<file path="config.mk">
export PLATFORM = sky130hd
export DESIGN_NAME = cache_ctrl_burst
export DESIGN_NICKNAME = d
export VERILOG_FILES = /design/src/rtl/cache_ctrl_pkg.sv /design/src/rtl/wait_ctr.sv /design/src/rtl/cache_ctrl_burst.sv
export SDC_FILE = /design/constraint.sdc
export NUM_CORES = 1
export LEC_CHECK = 0
export ABC_AREA = 1
export BUFFER_PORTS_ARGS = -buffer_cell sky130_fd_sc_hd__buf_2
export CAP_MARGIN = 10
export CORE_MARGIN = 2
export CORE_UTILIZATION = 35
export DETAILED_ROUTE_END_ITERATION = 7
export PLACE_DENSITY = 0.62
export SYNTH_ARGS = -nofsm -noshare
export SYNTH_HDL_FRONTEND = slang
export SYNTH_HIERARCHICAL = 1
export SYNTH_SLANG_ARGS = --single-unit
</file>
<file path="constraint.sdc">
create_clock -name clk -period 2.35 [get_ports clk]
set_clock_uncertainty 0.15 [all_clocks]
set_input_delay 0.235 -clock clk [delete_from_list [all_inputs] [get_ports clk]]
set_output_delay 0.235 -clock clk [all_outputs]
set_load 0.02 [all_outputs]
</file>
<file path="src/rtl/cache_ctrl_pkg.sv">
// Shared types and policy constants for the burst cache controller.
package cache_ctrl_pkg;

  typedef enum logic [2:0] {
    IDLE    = 3'd0,
    LOOKUP  = 3'd1,
    EVICT   = 3'd2,
    FILL    = 3'd3,
    WT_MEM  = 3'd4,
    RESPOND = 3'd5
  } cc_state_t;

  localparam logic WT = 1'b0;
  localparam logic WB = 1'b1;

  // Counter width for n states, never narrower than one bit.
  function automatic int cnt_width(input int n);
    if (n > 1) begin
      return $clog2(n);
    end else begin
      return 1;
    end
  endfunction

endpackage

</file>
<file path="src/rtl/wait_ctr.sv">
// Memory wait-state down-counter with load, enable and terminal-count flag.
module wait_ctr #(
  parameter int WIDTH = 2
) (
  input  logic             clk,
  input  logic             reset,
  input  logic             load,
  input  logic [WIDTH-1:0] load_val,
  input  logic             en,
  output logic [WIDTH-1:0] count,
  output logic             tc
);

  logic [WIDTH-1:0] count_r;

  // Load wins over decrement; the count holds once it reaches zero.
  always_ff @(posedge clk or posedge reset) begin
    if (reset) begin
      count_r <= {WIDTH{1'b0}};
    end else if (load) begin
      count_r <= load_val;
    end else if (en && (count_r != {WIDTH{1'b0}})) begin
      count_r <= count_r - WIDTH'(1);
    end else begin
      count_r <= count_r;
    end
  end

  assign count = count_r;
  assign tc    = (count_r == {WIDTH{1'b0}});

endmodule

</file>
<file path="src/rtl/cache_ctrl_burst.sv">
// Direct-mapped cache controller with burst line refill, memory wait states
// and a write-through or write-back policy selected at elaboration.
module cache_ctrl_burst
  import cache_ctrl_pkg::*;
#(
  parameter int WAIT_CYCLES = 4,
  parameter int LINE_WORDS  = 4,
  parameter int WRITE_BACK  = 0
) (
  input  logic                              clk,
  input  logic                              reset,
  input  logic                              Strobe,
  input  logic                              DRW,
  input  logic                              M,
  input  logic                              V,
  input  logic                              D,
  output logic                              DReady,
  output logic                              W,
  output logic                              WSel,
  output logic                              RSel,
  output logic                              MStrobe,
  output logic                              MRW,
  output logic                              WbSel,
  output logic                              SetDirty,
  output logic                              ClrDirty,
  output logic [cnt_width(LINE_WORDS)-1:0]  WordIdx
);

  localparam int             CW        = cnt_width(WAIT_CYCLES);
  localparam int             IW        = cnt_width(LINE_WORDS);
  localparam logic [CW-1:0]  WAIT_LOAD = CW'(WAIT_CYCLES - 1);
  localparam logic [IW-1:0]  LAST_WORD = IW'(LINE_WORDS - 1);
  localparam logic           WB_MODE   = (WRITE_BACK != 0) ? WB : WT;

  cc_state_t     state_r, state_s;
  logic          req_wr_r;
  logic [IW-1:0] word_r;
  logic          ctr_load_s, ctr_en_s, word_inc_s;
  logic [CW-1:0] wait_cnt_s;
  logic          wait_tc_s, first_s, hit_s;

  wait_ctr #(.WIDTH(CW)) u_wait_ctr (
    .clk      (clk),
    .reset    (reset),
    .load     (ctr_load_s),
    .load_val (WAIT_LOAD),
    .en       (ctr_en_s),
    .count    (wait_cnt_s),
    .tc       (wait_tc_s)
  );

  // A word's first cycle is the one right after the counter was loaded.
  assign first_s = (wait_cnt_s == WAIT_LOAD);
  assign hit_s   = M & V;

  // State register.
  always_ff @(posedge clk or posedge reset) begin
    if (reset) begin
      state_r <= IDLE;
    end else begin
      state_r <= state_s;
    end
  end

  // Request type is captured only when a new request is accepted.
  always_ff @(posedge clk or posedge reset) begin
    if (reset) begin
      req_wr_r <= 1'b0;
    end else if ((state_r == IDLE) && Strobe) begin
      req_wr_r <= DRW;
    end else begin
      req_wr_r <= req_wr_r;
    end
  end

  // Burst word counter wraps so a fill after an eviction starts at word 0.
  always_ff @(posedge clk or posedge reset) begin
    if (reset) begin
      word_r <= {IW{1'b0}};
    end else if (word_inc_s) begin
      word_r <= (word_r == LAST_WORD) ? {IW{1'b0}} : word_r + IW'(1);
    end else begin
      word_r <= word_r;
    end
  end

  // Next-state and output decode.
  always_comb begin
    state_s    = state_r;
    ctr_load_s = 1'b0;
    ctr_en_s   = 1'b0;
    word_inc_s = 1'b0;
    DReady     = 1'b0;
    W          = 1'b0;
    WSel       = 1'b0;
    RSel       = 1'b0;
    MStrobe    = 1'b0;
    MRW        = 1'b0;
    WbSel      = 1'b0;
    SetDirty   = 1'b0;
    ClrDirty   = 1'b0;
    WordIdx    = {IW{1'b0}};
    case (state_r)
      IDLE: begin
        if (Strobe) begin
          state_s = LOOKUP;
        end else begin
          state_s = IDLE;
        end
      end
      LOOKUP: begin
        if (!req_wr_r && hit_s) begin
          DReady  = 1'b1;
          state_s = IDLE;
        end else if (req_wr_r && (WB_MODE == WT)) begin
          W          = hit_s;
          MStrobe    = 1'b1;
          MRW        = 1'b1;
          ctr_load_s = 1'b1;
          state_s    = WT_MEM;
        end else if (req_wr_r && hit_s) begin
          W        = 1'b1;
          SetDirty = 1'b1;
          DReady   = 1'b1;
          state_s  = IDLE;
        end else begin
          ctr_load_s = 1'b1;
          if ((WB_MODE == WB) && V && D) begin
            state_s = EVICT;
          end else begin
            state_s = FILL;
          end
        end
      end
      EVICT: begin
        MRW     = 1'b1;
        WbSel   = 1'b1;
        MStrobe = first_s;
        WordIdx = word_r;
        if (wait_tc_s) begin
          ctr_load_s = 1'b1;
          word_inc_s = 1'b1;
          if (word_r == LAST_WORD) begin
            state_s = FILL;
          end else begin
            state_s = EVICT;
          end
        end else begin
          ctr_en_s = 1'b1;
        end
      end
      FILL: begin
        MStrobe = first_s;
        WordIdx = word_r;
        if (wait_tc_s) begin
          W          = 1'b1;
          WSel       = 1'b1;
          ClrDirty   = 1'b1;
          word_inc_s = 1'b1;
          if (word_r == LAST_WORD) begin
            state_s = RESPOND;
          end else begin
            ctr_load_s = 1'b1;
          end
        end else begin
          ctr_en_s = 1'b1;
        end
      end
      WT_MEM: begin
        if (wait_tc_s) begin
          DReady  = 1'b1;
          state_s = IDLE;
        end else begin
          ctr_en_s = 1'b1;
        end
      end
      RESPOND: begin
        DReady  = 1'b1;
        state_s = IDLE;
        if (req_wr_r) begin
          W        = 1'b1;
          SetDirty = 1'b1;
        end else begin
          W = 1'b0;
        end
      end
      default: begin
        state_s = IDLE;
      end
    endcase
  end

endmodule

</file>
==> flow_summary_export.csv, run 1 <==
group,metric,value,unit
worst_hold_path,holdCritPathClass,"primary input to register",
power_and_ir_drop,pwr-share-clk,10.1,%
final_layout,fin_util,44.2,%
timing,setup_viol,0,
power_and_ir_drop,p_per_area,1350,nW/µm²
yosys,yosys_most_used_dff,"dfrtp_1",
yosys,syn_inst,105,
yosys,synth_edf_count,0,
yosys,syn_area_per_cell,6.51,µm²
floorplan,fp-row-count,15,
placement,dp.cells,142,
global_route,antenna_found_initial,0,
timing,timing.final.crit_share,80.8,%
drt,vias_per_cell,4.61,
drt,wl_per_cell,9.76,µm
final_layout,area_growth,15.4,%
status,outcome,"finished clean",
drt,vias,673,
drt,detail-route-antenna-nets,0,
run,cap_violations,0,
placement,portBuffers,15,
placement,dp_hpwl,1.12,mm
timing,maxClockFrequency,0.527,GHz
yosys,synth-seq-area-share,29.3,%
floorplan,dieHeight,48.2,µm
yosys,synth.top_cells.by_area,"dfrtp_1 29%, nand2_1 15%, nand3_1 8.8%, inv_1 8.8%, nand2_2 5.5%",
power_and_ir_drop,pwr-share-seq,27.2,%
worst_setup_path,worst-path-max-fanout,8,
global_route,track_usage,13.8,%
worst_setup_path,path_class,"register to primary output",
timing,grt_setup_unrepaired,"no",
yosys,yosysTopAreaCellShare,29.3,%
yosys,ys_types,19,
final_layout,drive_above_1_share,27.3,%
final_layout,final_cells,146,
worst_setup_path,worstSetupStartpointType,"register",
floorplan,die_w,48.2,µm
cts,cts_made_buffers,3,
timing,finalHoldViolations,0,
cts,clockBufferDepth,2,
power_and_ir_drop,p_comb_share,62.7,%
final_layout,seqCellArea,200,µm²
drt,drc,0,
global_route,grt_pass1_wl,2.13,mm
final_layout,antenna_cells,0,
global_route,grt_overflow,0,
yosys,async_flop_share,100,%
yosys,synth_warnings,6,
drt,wl,1.43,mm
cts,cts_tree,"done",
final_layout,finalNetCount,132,
drt,drt_first_pass_iters,5,
cts,clkTransAtPathRegs,0.06,ns
power_and_ir_drop,p_leak,0.480,nW
timing,whs,0.0687,ns
cts,htreeDepth,1,
global_route,grt_max_degree,10,
cts,insertion_delay,0.26,ns
global_route,grt_pass1_vias,504,
placement,gp_congestion,0.791,
yosys,syn_area,683,µm²
timing,fin_crit,1.90,ns
power_and_ir_drop,switchingPower,0.574,mW
floorplan,dieArea,2320,µm²
power_and_ir_drop,vdd_drop_max,0.000545,V
power_and_ir_drop,intPower,0.491,mW
cts,cts_root_buffer,"clkbuf_4",
yosys,synth_area_leader_cell,"dfrtp_1",
worst_setup_path,required,1.97,ns
final_layout,n_fill_cell,206,
floorplan,io_pins,18,
yosys,synth_commonest_cells,"28 x nand2_1, 16 x inv_1, 12 x nand3_1",
floorplan,core-area,1780,µm²
drt,drt-initial-drc-count,40,
worst_setup_path,endpoint_kind,"primary output",
yosys,synth.most_common_cell,"nand2_1",
yosys,synth-seq-cells,8,
floorplan,initial_core_util,38.3,%
cts,clkSinkCount,8,
power_and_ir_drop,switching_share,53.9,%
final_layout,multi_input_area,378,µm²
timing,fin_tns_setup,0,ns
timing,drv_slew,0,
worst_setup_path,crit_arrival,1.51,ns
-- state kept, by name, summed over array words and instances (netlist names) --
| register | count |
|---|---|
| state_r | 3 |
| u_wait_ctr/count | 2 |
| word_r | 2 |
| req_wr_r | 1 |
-- worst paths after layout --
path                                startpoint  slack [ns]                  end  cells after the start
setup / recovery                    state_r[2]        0.45                    W                      6
hold / removal                             DRW        0.07             req_wr_r                      3
setup reg to reg           u_wait_ctr/count[0]        0.65  u_wait_ctr/count[1]                      7
hold reg to reg            u_wait_ctr/count[1]        0.41  u_wait_ctr/count[1]                      2
max in group asynchronous                reset        1.54           state_r[2]                      3
min in group asynchronous                reset        0.22  u_wait_ctr/count[1]                      3
-- critical path: stages (launching register included) --
cell,delay [ns]
dfrtp_1,0.52
inv_2,0.16
nand3_1,0.09
nor2_1,0.16
nand3_1,0.09
nand3_1,0.07
buf_2,0.16
-- power groups by stage --
stage | Combinational, mW | Sequential (mW) | Clock, mW
after detailed placement | 0.666 | 0.292 | 0
after global routing | 0.769 | 0.301 | 0.121
after floorplan | 0.582 | 0.248 | 0
final | 0.667 | 0.290 | 0.108
after global placement | 0.660 | 0.288 | 0
after CTS | 0.672 | 0.289 | 0.115
-- cells by family after synthesis --
| logic type | share of synthesized area [%] |
|---|---|
| AO/OA/AOI/OAI | 10.1 |
| adder cells (fa/ha/maj) | 3.66 |
| buffers and inverters | 15.9 |
| flip-flops | 29.3 |
| other | 1.10 |
| AND/OR/NAND/NOR | 39.9 |
-- per-layer routing --
metal  part of all wire (%)  wire [µm]  GRT usage (%)  vias to the layer above
li1                       -          -              -                      352
met1                     47        675           18.2                      290
met2                     43        617           20.3                       27
met3                    7.6        109           3.33                        4
met4                    1.6         23           8.11                        0
met5                      0          0              0                        -
-- placed cells by master (no fill, tap or decap) --
cell type / Yosys / routed
a21oi_1: 2 / 2
buf_2: 0 / 15
clkbuf_4: 0 / 3
conb_1: 2 / 3
dfrtp_1: 8 / 8
dlygate4sd3_1: 0 / 1
ha_1: 2 / 2
inv_1: 16 / 16
inv_2: 3 / 3
nand2_1: 28 / 28
nand2_2: 6 / 6
nand3_1: 12 / 12
nand4_1: 1 / 1
nor2_1: 6 / 6
nor2_2: 3 / 3
nor2_4: 2 / 2
o211ai_1: 1 / 1
o21ai_0: 6 / 6
o21ai_1: 2 / 2
o21bai_2: 1 / 1
-- per-stage QoR --
step / area (µm²) / power (mW) / setup WS (ns)
after CTS: 788 / 1.08 / 0.448
after global routing: 788 / 1.19 / 0.335
after global placement: 756 / 0.949 / 0.696
after detailed placement: 756 / 0.958 / 0.693
final: 788 / 1.07 / 0.452
after floorplan: 687 / 0.830 / 0.827
-- layout make-up --
class | instances | area share, %
sequential | 8 | 25.4
clock buffer | 3 | 2.86
multi-input combinational | 75 | 47.9
timing repair buffer | 16 | 10.8
tap | 25 | 3.97
inverter | 19 | 9.05
-- repair_timing --
action	CTS	global route
gates resized for setup	0	0
hold buffers	1	0
hold endpoints to repair	8	0
endpoints found under the setup margin	0	0
setup buffers	0	0
No activity file was read; power rests on OpenSTA's default activity.
==> run 2: changes to the inputs <==
clock period = 1.83 ns   (was 2.35 ns; I/O delays follow)
==> flow_summary_export.csv, run 2 (synthesized netlist as in run 1, its figures left out) <==
group,metric,value,unit
timing,drv_slew,0,
timing,fin_tns_setup,0,ns
final_layout,area_growth,19.6,%
cts,clkSinkCount,8,
timing,grt_setup_unrepaired,"no",
timing,timing.final.ws_setup,0.134,ns
placement,place_area,756,µm²
worst_setup_path,crit_arrival,1.36,ns
final_layout,finalNetCount,133,
floorplan,initial_core_util,38.3,%
drt,drc,0,
final_layout,largest_reg_flops,3,
cts,htreeDepth,1,
power_and_ir_drop,vdd_drop_max,0.000804,V
final_layout,most-common-layout-cells,"28 x nand2_1, 16 x inv_1, 15 x buf_2, 12 x nand3_1",
floorplan,core-area,1780,µm²
cts,cts_tree,"done",
drt,wl,1.41,mm
worst_hold_path,holdCritPathClass,"primary input to register",
run,cap_violations,0,
drt,detail-route-antenna-nets,0,
placement,dp_hpwl,1.11,mm
final_layout,antenna_cells,0,
final_layout,drive_above_1_share,31.1,%
cts,cts_root_buffer,"clkbuf_4",
floorplan,dieHeight,48.2,µm
cts,clockBufferDepth,2,
drt,drt-initial-drc-count,6,
global_route,grt_overflow,0,
worst_setup_path,worstSetupStartpointType,"register",
floorplan,dieArea,2320,µm²
global_route,antenna_found_initial,0,
power_and_ir_drop,p_leak,0.488,nW
final_layout,layout_commonest_cell,"nand2_1",
final_layout,final_area,817,µm²
timing,setup_viol,0,
drt,wl_per_cell,9.57,µm
worst_setup_path,endpoint_kind,"primary output",
global_route,grt_pass1_wl,2.33,mm
final_layout,n_fill_cell,185,
final_layout,top_register,"state_r",
worst_setup_path,path_class,"register to primary output",
timing,whs,0.0348,ns
global_route,track_usage,14.3,%
power_and_ir_drop,p_per_area,1730,nW/µm²
drt,vias_per_cell,4.44,
global_route,grt_pass1_vias,556,
timing,timing.final.crit_share,92.7,%
global_route,grt_max_degree,10,
cts,clkTransAtPathRegs,0.06,ns
drt,drt_first_pass_iters,4,
worst_setup_path,worst-path-max-fanout,9,
placement,gp_congestion,0.789,
timing,maxClockFrequency,0.589,GHz
placement,portBuffers,15,
worst_setup_path,required,1.50,ns
cts,cts_made_buffers,3,
cts,insertion_delay,0.26,ns
status,outcome,"finished clean",
drt,vias,653,
floorplan,die_w,48.2,µm
placement,dp_worst_setup_slack,0.200,ns
floorplan,io_pins,18,
floorplan,fp-row-count,15,
timing,finalHoldViolations,0,
timing,fin_crit,1.70,ns
-- run 2: changes by cell type in the layout (fill, tap and decap cells not counted), sizes merged --
cell	before	now
buf	15	16
-- run 2: critical path: stages, from the launching register on --
cell and delay [ns]:
dfrtp_1 0.51, nand3_1 0.16, nor2_2 0.14, nand3_1 0.08, nand3_1 0.06, buf_2 0.16
-- run 2: through the flow --
step           utilization (%)  power [mW]  cells
6_report                  45.8        1.41    147
5_1_grt                   45.8        1.59    147
4_1_cts                   44.3        1.38    146
3_5_place_dp              42.4        1.23    142
3_3_place_gp              42.4        1.22    142
2_1_floorplan                -        1.07    106
-- run 2: where the power goes --
group	switching [mW]	internal [mW]	total [mW]
logic	0.596	0.324	0.920
clock network	0.0612	0.0752	0.136
registers	0.0899	0.267	0.357
-- run 2: timing repair --
| action | 4_1_cts | 5_1_grt |
|---|---|---|
| hold buffers | 1 | 0 |
| endpoints found under the setup margin | 1 | 2 |
| hold endpoints to repair | 8 | 0 |
| setup buffers | 0 | 1 |
| gates resized for setup | 1 | 3 |
-- run 2: layout make-up --
type | count | area, µm² | share of cell area (%)
clock buffer | 3 | 22.5 | 2.76
inverter | 19 | 71.3 | 8.73
multi-input combinational | 75 | 384 | 47.0
sequential | 8 | 203 | 24.8
tap | 25 | 31.3 | 3.83
timing repair buffer | 17 | 105 | 12.9
-- run 2: metal layers --
| layer | global-route usage, % | routed length [µm] | vias up |
|---|---|---|---|
| met4 | 4.86 | 6 | 0 |
| met5 | 0 | 0 | - |
| met1 | 21.2 | 723 | 282 |
| li1 | - | - | 355 |
| met2 | 20.0 | 616 | 14 |
| met3 | 3.33 | 60 | 2 |
-- run 2: final timing paths --
| check | startpoint | endpoint | slack, ns | cells after the start |
|---|---|---|---|---|
| worst max register to register | u_wait_ctr/count[0] | u_wait_ctr/count[1] | 0.26 | 8 |
| worst max-delay path | state_r[0] | W | 0.13 | 5 |
| worst min-delay path | DRW | req_wr_r | 0.03 | 3 |
| max in group asynchronous | reset | state_r[1] | 1.03 | 3 |
| min in group asynchronous | reset | u_wait_ctr/count[0] | 0.18 | 3 |
| worst min register to register | u_wait_ctr/count[1] | u_wait_ctr/count[1] | 0.40 | 2 |
